File: src/rtl/sw_debounce.sv
// sw_debounce: synchronizes a raw, bouncy switch input and accepts a new
// level only after it has been seen for STABLE_CYCLES consecutive samples.
// Produces the debounced level, one-cycle rise/fall pulses, and a
// saturating count of accepted presses.
`timescale 1ns/1ps
module sw_debounce #(
  parameter int STABLE_CYCLES = 4,  // legal range 2..255
  parameter int CNT_W         = 8   // must satisfy 2**CNT_W > STABLE_CYCLES
) (
  input  logic       clk,
  input  logic       rst,      // asynchronous, active-low
  input  logic       sw,
  output logic       db,
  output logic       rise,
  output logic       fall,
  output logic [7:0] presses
);

  // HIGH and WAIT_LOW share bit 1 = 1, so the encoding's MSB tracks db.
  typedef enum logic [1:0] {
    LOW       = 2'b00,
    WAIT_HIGH = 2'b01,
    HIGH      = 2'b11,
    WAIT_LOW  = 2'b10
  } state_t;

  localparam logic [CNT_W-1:0] CNT_LAST = CNT_W'(STABLE_CYCLES - 1);
  localparam logic [CNT_W-1:0] CNT_ONE  = CNT_W'(1);
  localparam logic [7:0]       PRESS_MAX = 8'hFF;

  logic             r_sync1;
  logic             r_sync2;
  logic             w_sw_s;

  state_t           r_state;
  state_t           w_state_next;
  logic [CNT_W-1:0] r_cnt;
  logic [CNT_W-1:0] w_cnt_next;

  logic             w_db_next;
  logic             w_rise_next;
  logic             w_fall_next;

  logic             r_db;
  logic             r_rise;
  logic             r_fall;
  logic [7:0]       r_presses;

  // Two-flop synchronizer: the only path by which sw reaches the FSM.
  // NOTE: every flop here is cleared by the async reset, so no X ever
  // reaches the FSM and the block has a known state from the first edge.
  always_ff @(posedge clk or negedge rst) begin
    if (!rst) begin
      r_sync1 <= 1'b0;
      r_sync2 <= 1'b0;
    end else begin
      // NOTE: non-blocking assignments make r_sync2 take the old r_sync1,
      // giving a true two-stage shift instead of a single collapsed flop.
      r_sync1 <= sw;
      r_sync2 <= r_sync1;
    end
  end

  assign w_sw_s = r_sync2;

  // FSM state and stability counter register.
  always_ff @(posedge clk or negedge rst) begin
    if (!rst) begin
      r_state <= LOW;
      r_cnt   <= '0;
    end else begin
      r_state <= w_state_next;
      r_cnt   <= w_cnt_next;
    end
  end

  // Next-state, next-count and next-output decode.
  always_comb begin
    // NOTE: defaults first so every path assigns every signal; without
    // them a missed branch would infer a latch.
    w_state_next = r_state;
    w_cnt_next   = r_cnt;

    case (r_state)
      LOW: begin
        if (w_sw_s) begin
          w_state_next = WAIT_HIGH;
          w_cnt_next   = CNT_ONE;
        end else begin
          w_cnt_next   = '0;
        end
      end

      WAIT_HIGH: begin
        if (!w_sw_s) begin
          // Level dropped before qualifying: abandon silently.
          w_state_next = LOW;
          w_cnt_next   = '0;
        end else if (r_cnt == CNT_LAST) begin
          w_state_next = HIGH;
          w_cnt_next   = '0;
        end else begin
          w_cnt_next   = r_cnt + CNT_ONE;
        end
      end

      HIGH: begin
        if (!w_sw_s) begin
          w_state_next = WAIT_LOW;
          w_cnt_next   = CNT_ONE;
        end else begin
          w_cnt_next   = '0;
        end
      end

      WAIT_LOW: begin
        if (w_sw_s) begin
          w_state_next = HIGH;
          w_cnt_next   = '0;
        end else if (r_cnt == CNT_LAST) begin
          w_state_next = LOW;
          w_cnt_next   = '0;
        end else begin
          w_cnt_next   = r_cnt + CNT_ONE;
        end
      end

      default: begin
        // Any corrupted encoding recovers to LOW on the next edge.
        w_state_next = LOW;
        w_cnt_next   = '0;
      end
    endcase

    // Outputs are decoded from the next state so the registered db/rise/fall
    // change on the same edge the FSM commits the transition.
    w_db_next   = (w_state_next == HIGH) || (w_state_next == WAIT_LOW);
    w_rise_next = (r_state == WAIT_HIGH) && (w_state_next == HIGH);
    w_fall_next = (r_state == WAIT_LOW)  && (w_state_next == LOW);
  end

  // Registered outputs and saturating press counter.
  always_ff @(posedge clk or negedge rst) begin
    if (!rst) begin
      r_db      <= 1'b0;
      r_rise    <= 1'b0;
      r_fall    <= 1'b0;
      r_presses <= 8'd0;
    end else begin
      r_db   <= w_db_next;
      r_rise <= w_rise_next;
      r_fall <= w_fall_next;
      if (w_rise_next && (r_presses != PRESS_MAX)) begin
        r_presses <= r_presses + 8'd1;
      end
    end
  end

  assign db      = r_db;
  assign rise    = r_rise;
  assign fall    = r_fall;
  assign presses = r_presses;

endmodule

File: config.mk
export PLATFORM = sky130hd
export DESIGN_NAME = sw_debounce
export DESIGN_NICKNAME = d
export VERILOG_FILES = /design/src/rtl/sw_debounce.sv
export SDC_FILE = /design/constraint.sdc
export NUM_CORES = 1
export LEC_CHECK = 0
export ABC_AREA = 1
export CORE_UTILIZATION = 40
export CTS_BUF_LIST = sky130_fd_sc_hd__clkbuf_8 sky130_fd_sc_hd__clkbuf_16
export DETAILED_ROUTE_END_ITERATION = 8
export SETUP_SLACK_MARGIN = 0.15
export SYNTH_ARGS = -nofsm -noshare
export SYNTH_HDL_FRONTEND = slang
export SYNTH_SLANG_ARGS = --single-unit
File: constraint.sdc
create_clock -name clk -period 2.1 [get_ports clk]
set_input_delay 0.42 -clock clk [delete_from_list [all_inputs] [get_ports clk]]
set_output_delay 0.42 -clock clk [all_outputs]
set_load 0.1 [all_outputs]
# Word-level counts from Yosys, hierarchy flattened
# Index checks and enable logic that the tools add are counted.
[op_classes] add_sub_neg=2 eq_ne=7 n_mux=13 reduce_logical=6
[op_table] op="8-bit case mux with 4 select lines" count=1
[op_table] op="8-bit two-way mux" count=3
[op_table] op="8-bit by 1-bit adder with 8-bit output (second input constant)" count=2
[op_table] op="2-bit two-way mux" count=6
[op_table] op="2-bit == test (second input constant)" count=4
[op_table] op="8-bit by 2-bit == test with 1-bit output (second input constant)" count=1
[op_table] op="8-bit != test (second input constant)" count=1
[op_table] op="2-bit case mux with 4 select lines" count=1
[op_table] op="2-bit zero test" count=2
[op_table] op="1-bit logical AND" count=3
[op_table] op="2-bit by 1-bit == test with 1-bit output (second input constant)" count=1
[op_table] op="1-bit two-way mux" count=2
[op_table] op="1-bit logical OR" count=1
[totals] register_bits=23 input_bits=3 output_inout_bits=11 elab_cells=36

# Logic depth before layout (Yosys ltp)
# Gate-level depths: netlist of the first run.
[depth] word_depth=7 mapped_depth=8 mapped_depth_nobuf=8

# Worst setup path before layout of the first run
# Ideal clock, no wire load.
[synth_timing] kind="reg2reg" start="reg r_presses[1] (netlist: presses[1])" end="reg r_presses[5] (netlist: presses[5])" setup_time_ns=0.068 t_arrival_ns=1.892 t_required_ns=2.032 slack_ns=0.140 stages_incl_launch_ff=8 n_path_buf=0 period_less_slack_ns=1.960 path_cell_list="dfrtp_1 -> ha_1 -> inv_1 -> nor2_1 -> nand2_1 -> nand4_1 -> nand2_1 -> nand2_1"
[synth_via] elab_chain_cells=2 elab_cells_between_ends=3 cone_classes="1 x add/sub; 1 x eq/ne; 1 x reduce/logical"
[synth_rtl] element="start: declaration" line_no="47" text="logic [7:0] r_presses;"
[synth_rtl] element="start signal: assignment" line_no="154" text="r_presses <= r_presses + 8'd1;"
[synth_rtl] element="parallel branches: the longest is 2 deep, another holds 8-bit by 1-bit adder with 8-bit output"
# Several ways; the timed one is not identified.
# A chain may end at the register's enable or synchronous reset.

# Final worst setup path of the first run
[layout_timing] start="reg r_cnt[0]" end="reg r_presses[2] (netlist: presses[2])"
[layout_via] elab_chain_cells=7 elab_cells_between_ends=9 cone_classes="2 x eq/ne; 5 x mux; 2 x reduce/logical"
[layout_rtl] element="start: declaration" line_no="37" text="logic [CNT_W-1:0] r_cnt;"
[layout_rtl] element="start signal: assignment" line_no="73" text="r_cnt <= w_cnt_next;"
[layout_rtl] element="8-bit by 2-bit == test with 1-bit output (*)" line_no="99, 120"
[layout_rtl] element="2-bit two-way mux (on tied branches)" line_no="120, 99"
[layout_rtl] element="2-bit two-way mux (on tied branches)" line_no="117, 95"
[layout_rtl] element="2-bit case mux with 4 select lines (*)" line_no="84" text="case (r_state)"
[layout_rtl] element="2-bit == test (*)" line_no="138" text="w_rise_next = (r_state == WAIT_HIGH) && (w_state_next == HIGH);"
[layout_rtl] element="1-bit logical AND (*)" line_no="138"
[layout_rtl] element="1-bit logical AND (*)" line_no="153" text="if (w_rise_next && (r_presses != PRESS_MAX)) begin"
# Mark *: on every way between the ends. The rest lies on a longest branch, timed or not.

==> flow_summary.yaml, run 1 <==
worst_setup_path:
  critical_path_class: "reg2reg"
  rr_worst_depth: 8
  critPathCaptureType: "flop"
  arrival_ps: 1650
  path_max_fanout: 5
  cp-start-kind: "flop"
  crit_required_ps: 2250
run_status:
  status: "finished, final reports clean"
sta:
  max_freq_ghz: 0.666
  max_slew.worst_pin.slew_ps: 344
  maxSlewViolCount: 0
  final.min_clock_period_ps: 1500
  hold_viol: 0
  clock_skew_ps: 2.91
  setup_tns_ps: 0
  grt_setup_unrepaired: "no"
  maxSlewHeadroom_pct: 76.8
  fin_crit_sh_pct: 71.5
  finalSetupViolCount: 0
die:
  fp.dieH_um: 56.0
  start_util_pct: 42.3
  std_cell_rows: 19
  coreArea_sq_um: 2760
  die_area_sq_um: 3140
  die_w_um: 56.0
  io_pins: 14
pwr:
  p_switching_uw: 468
  p_int_uw: 816
  p_seq_share_pct: 39.4
  swShare_pct: 36.5
  clockPowerShare_pct: 29.9
  pwr-share-comb_pct: 30.7
  p_leak_uw: 0.000681
  power-per-cell-area_nw_per_um2: 928
  peakVddDrop_mv: 0.777
logic_synthesis:
  ys_warn_count: 0
  ys_seq_area_share_pct: 47.2
  synth.distinct_cells: 24
  syn_inst: 145
  synth_top_cell_area_share_pct: 47.2
  synth_ff_type: "dfrtp_1"
  synth_area_per_cell_sq_um: 8.05
  synth-async-reset-ratio_pct: 100
  synth_fp_nets: 150
  synth_area_leaders: "dfrtp_1, nand2_1, nor2_1"
  synth_commonest_cells: "nand2_1, nor2_1, dfrtp_1, inv_1, nand4_1"
  synth_edf_count: 0
  synth_area_leader_cell: "dfrtp_1"
  syn_area_sq_um: 1170
  synth.most_common_cell: "nand2_1"
  ys_seq_elements: 22
worst_hold_path:
  whs_path_depth: 0
  worstHoldPathType: "reg2reg"
finish:
  seqCellArea_sq_um: 552
  final_nets: 168
  final_util_pct: 50.2
  nFillCells: 278
  drive_above_1_share_pct: 18.5
  multi_input_area_sq_um: 552
  syn_to_final_growth_pct: 18.5
  n_antenna_cell: 0
global_route:
  grt_util_all_layers_pct: 16.1
  grt_pass1_vias: 905
  overflow: 0
  grt_max_degree: 23
  grt_pass1_wl_um: 4020
  antenna_found_initial: 0
clock_tree:
  clockBufferDepth: 2
  cts_made_buffers: 3
  cts_resized: 0
  cts_setup_buffers: 0
  cts_root_buffer: "clkbuf_8"
  tritoncts: "built"
  cts_hold_buf: 0
  clk_pin_slew_ps: 80
  clock-sinks: 22
  h-tree-depth: 1
  clock_latency_ps: 250
drt:
  routed_via_density: 4.90
  drtPass1Iterations: 4
  wl_per_cell_um: 11.5
  wl_um: 2210
  route.detailed.drc: 0
  vias: 946
  drt_iter0_markers: 25
  ant_nets: 0
job:
  maxCapViolCount: 0
place:
  portBuffers: 13
  hpwl_um: 1710
  globalplace.congestion: 0.808
area by class of cell:
type	count	share of cell area, %
clock buffer	3	2.98
clock inverter	1	2.17
inverter	16	4.34
multi-input combinational	106	39.9
sequential	22	39.9
tap	31	2.80
timing repair buffer	14	7.96
metrics by stage:
step / std cells / total power [uW] / cell area, sq um / setup slack (ps) / hold WS (ps)
floorplan: 145 / 826 / 1170 / 166 / 124
finish: 193 / 1280 / 1380 / 598 / 355
global route: 193 / 1360 / 1380 / 393 / 373
CTS: 193 / 1310 / 1380 / 587 / 360
detailed placement: 189 / 913 / 1310 / 607 / 340
global placement: 189 / 911 / 1310 / 611 / 337
metal layers:
| layer | track usage (%) | share of wire (%) | vias up |
|---|---|---|---|
| met3 | 3.02 | 2.2 | 2 |
| met1 | 22.5 | 48 | 449 |
| met5 | 0 | 0 | - |
| met4 | 3.14 | 0.63 | 0 |
| li1 | - | - | 486 |
| met2 | 26.0 | 49 | 9 |
sequential cells by signal (all words and copies together), names as in the netlist:
| name | cells |
|---|---|
| rise | 1 |
| r_cnt | 8 |
| r_sync2 | 1 |
| db | 1 |
| fall | 1 |
| r_sync1 | 1 |
| presses | 8 |
| r_state | 1 |
worst max-delay path: stages, from the launching register on:
cell and delay [ps]:
dfrtp_1 380, ha_1 270, inv_1 90, nor2_1 80
nand4_1 210, nor2_2 180, nand3_1 80, nand2_1 60
nand2_1 50
worst paths after layout:
kind | slack, ps | start | to
max | 600 | r_cnt[0]$_DFF_PN0_ | presses[2]$_DFFE_PN0P_
min | 360 | r_sync1$_DFF_PN0_ | r_sync2$_DFF_PN0_
max reg2reg | 600 | r_cnt[0]$_DFF_PN0_ | presses[2]$_DFFE_PN0P_
min reg2reg | 360 | r_sync1$_DFF_PN0_ | r_sync2$_DFF_PN0_
max in group asynchronous | 1360 | rst | presses[1]$_DFFE_PN0P_
min in group asynchronous | 500 | rst | r_cnt[2]$_DFF_PN0_
power groups by stage:
| stage | logic, uW | clock network [uW] | registers (uW) |
|---|---|---|---|
| 5_1_grt | 425 | 415 | 518 |
| 6_report | 394 | 384 | 507 |
| 4_1_cts | 398 | 400 | 507 |
| 2_1_floorplan | 144 | 0 | 682 |
| 3_3_place_gp | 397 | 0 | 513 |
| 3_5_place_dp | 397 | 0 | 516 |
kinds of logic (layout without fill, tap and decap cells):
logic type / after synthesis / in the layout / share of synthesized area, %
compound gates: 3 / 3 / 1.28
fa+ha+maj: 2 / 2 / 2.14
xor+xnor: 7 / 7 / 5.25
flops: 22 / 22 / 47.2
buf+inv: 17 / 34 / 5.57
simple gates: 94 / 94 / 38.6
cells in the final DEF (no fill, tap or decap), types with 2 or more instances in the layout:
master,instances
xor2_1,4
nor2_2,3
nor2_1,23
clkbuf_8,3
dfrtp_1,21
nand3_1,4
xnor2_1,3
nor3_2,3
nand4_1,6
ha_1,2
buf_4,12
nand2_1,44
inv_1,15
nor3_1,3
nor2_4,2
clkdlybuf4s50_1,2
No activity file was read; power rests on OpenSTA's default activity.
==> run 2: changes to the inputs <==
- clock period: 2.1 -> 1.3 ns (I/O delays scaled with it)
==> run 2 against run 1 <==
- the run now ends with setup timing left
- maximum frequency increased by 6.3%
- combinational power rose to 2.5 times the previous value
- hold slack worse by 24 ps
- non-clock buffer count rose by 24
- total power up 84%
- register-to-register slack got worse by 710 ps
- via count up 14%
- clock skew is 1.1 ps higher
- sequential cell count unchanged
- critical path depth decreased by 1
==> flow_summary.yaml, run 2 (synthesized netlist as in run 1, its figures left out) <==
run_status:
  status: "finished with violations"
  violations: "setup timing"
pwr:
  clockPowerShare_pct: 21.0
  swShare_pct: 39.3
  p_switching_uw: 928
  peakVddDrop_mv: 1.41
  power-per-cell-area_nw_per_um2: 1260
  p_seq_share_pct: 37.2
  pwr-share-comb_pct: 41.8
  p_leak_uw: 0.000818
  p_int_uw: 1430
  power_uw: 2360
sta:
  setup_tns_ps: -803
  fin_crit_sh_pct: 109
  maxSlewHeadroom_pct: 78.5
  grt_setup_unrepaired: "yes"
  maxSlewViolCount: 0
  fin_ws_ps: -113
  final.min_clock_period_ps: 1410
  holdWs_ps: 331
  finalSetupViolCount: 13
  max_freq_ghz: 0.708
  max_slew.worst_pin.slew_ps: 319
  clock_skew_ps: 3.97
  hold_viol: 0
worst_setup_path:
  path_max_fanout: 3
  rr_worst_depth: 7
  rr_startpoint: "presses[0]$_DFFE_PN0P_"
  crit_required_ps: 1450
  path_depth: 7
  crit_chain: "ha_4, inv_4, nor2_4, nand2_2, buf_4, nand4_1, xor2_1"
  critPathBufInv: 2
  startpoint: "presses[0]$_DFFE_PN0P_"
  critPathCaptureType: "flop"
  r2r_slack_ps: -110
  crit_slowest_cell: "dfrtp_4"
  cp-start-kind: "flop"
  critical_path.top_delay_family: "flip-flops"
  critical_path_class: "reg2reg"
  r2r_end: "presses[0]$_DFFE_PN0P_"
  crit_path_max_incr_delay_ps: 510
  arrival_ps: 1570
  cp-endpoint: "presses[0]$_DFFE_PN0P_"
place:
  dp.cells: 201
  dp_slack_ps: -28.7
  hpwl_um: 1800
  portBuffers: 13
  globalplace.congestion: 0.805
clock_tree:
  tritoncts: "built"
  clock_latency_ps: 270
  h-tree-depth: 1
  cts_hold_buf: 0
  cts_made_buffers: 3
  cts_root_buffer: "clkbuf_8"
  clockBufferDepth: 2
  clk_pin_slew_ps: 80
  clock-sinks: 22
finish:
  final_common_cell: "nand2_1"
  final_cell_mix: "nand2_1, buf_4, nor2_1, dfrtp_1, buf_12"
  nFillCells: 211
  drive_above_1_share_pct: 47.3
  multi_input_area_sq_um: 691
  syn_to_final_growth_pct: 60.3
  final_nets: 192
  layout.cells.non_filler: 217
  seqCellArea_sq_um: 576
  n_antenna_cell: 0
drt:
  vias: 1082
  wl_per_cell_um: 12.9
  wl_um: 2800
  routed_via_density: 4.99
  drtPass1Iterations: 4
  ant_nets: 0
  drt_iter0_markers: 18
  route.detailed.drc: 0
die:
  start_util_pct: 42.3
  coreArea_sq_um: 2760
  std_cell_rows: 19
  die_w_um: 56.0
  io_pins: 14
  fp.dieH_um: 56.0
  die_area_sq_um: 3140
global_route:
  grt_max_degree: 23
  overflow: 0
  grt_pass1_vias: 1065
  grt_pass1_wl_um: 4500
  antenna_found_initial: 0
  grt_util_all_layers_pct: 18.3
job:
  maxCapViolCount: 0
worst_hold_path:
  worstHoldPathType: "in2async"
[run 2: cell types whose count changed in the layout (fill, tap and decap cells not counted), moves of 5 or more]
cell,change
buf_12,+11
buf_4,+8
buf_6,+5
dfrtp_1,-9
dfrtp_4,+5
inv_1,-5
nor2_1,-11
nor2_2,+5
nor2_4,+6
[run 2: power by group through the flow]
| stage | Sequential (uW) | Combinational [uW] | Clock [uW] |
|---|---|---|---|
| 3_5_place_dp | 884 | 862 | 0 |
| 4_1_cts | 872 | 921 | 517 |
| 2_1_floorplan | 1160 | 254 | 0 |
| 3_3_place_gp | 881 | 857 | 0 |
| 6_report | 879 | 987 | 496 |
| 5_1_grt | 885 | 1050 | 539 |
[run 2: worst reg2reg max path, cell delays in order, from the launching register on]
cell and delay, ps:
dfrtp_4 510, ha_4 190, inv_4 60, nor2_4 40, nand2_2 80, buf_4 110
nand4_1 130, xor2_1 180
[run 2: cell type report]
class / count / area share, %
inverter: 16 / 3.48
timing repair buffer: 38 / 23.9
sequential: 22 / 30.7
multi-input combinational: 106 / 36.9
clock buffer: 4 / 2.94
tap: 31 / 2.07
[run 2: worst min-delay path by stage]
stage / startpoint / to
6_report: rst / r_cnt[5]$_DFF_PN0_
5_1_grt: rst / r_cnt[5]$_DFF_PN0_
2_1_floorplan: rst / fall$_DFF_PN0_
4_1_cts: rst / r_cnt[5]$_DFF_PN0_
3_3_place_gp: r_sync1$_DFF_PN0_ / r_sync2$_DFF_PN0_
3_5_place_dp: r_sync1$_DFF_PN0_ / r_sync2$_DFF_PN0_
[run 2: what timing repair did]
action,4_1_cts,5_1_grt
setup buffers,9,3
pin swaps,15,12
gates resized for setup,14,21
endpoints found under the setup margin,26,28
cloned,0,0
[run 2: stage by stage]
| step | util [%] | cell area, sq um |
|---|---|---|
| detailed placement | 57.9 | 1600 |
| CTS | 64.2 | 1770 |
| global route | 67.9 | 1870 |
| global placement | 57.9 | 1600 |
| finish | 67.9 | 1870 |
| floorplan | - | 1230 |
[run 2: metal layers]
layer | up-vias | global-route usage (%) | routed length (um)
met1 | 522 | 23.6 | 1240
met2 | 18 | 30.6 | 1460
li1 | 538 | - | -
met4 | 0 | 6.62 | 34
met3 | 4 | 3.26 | 75
met5 | - | 0 | 0
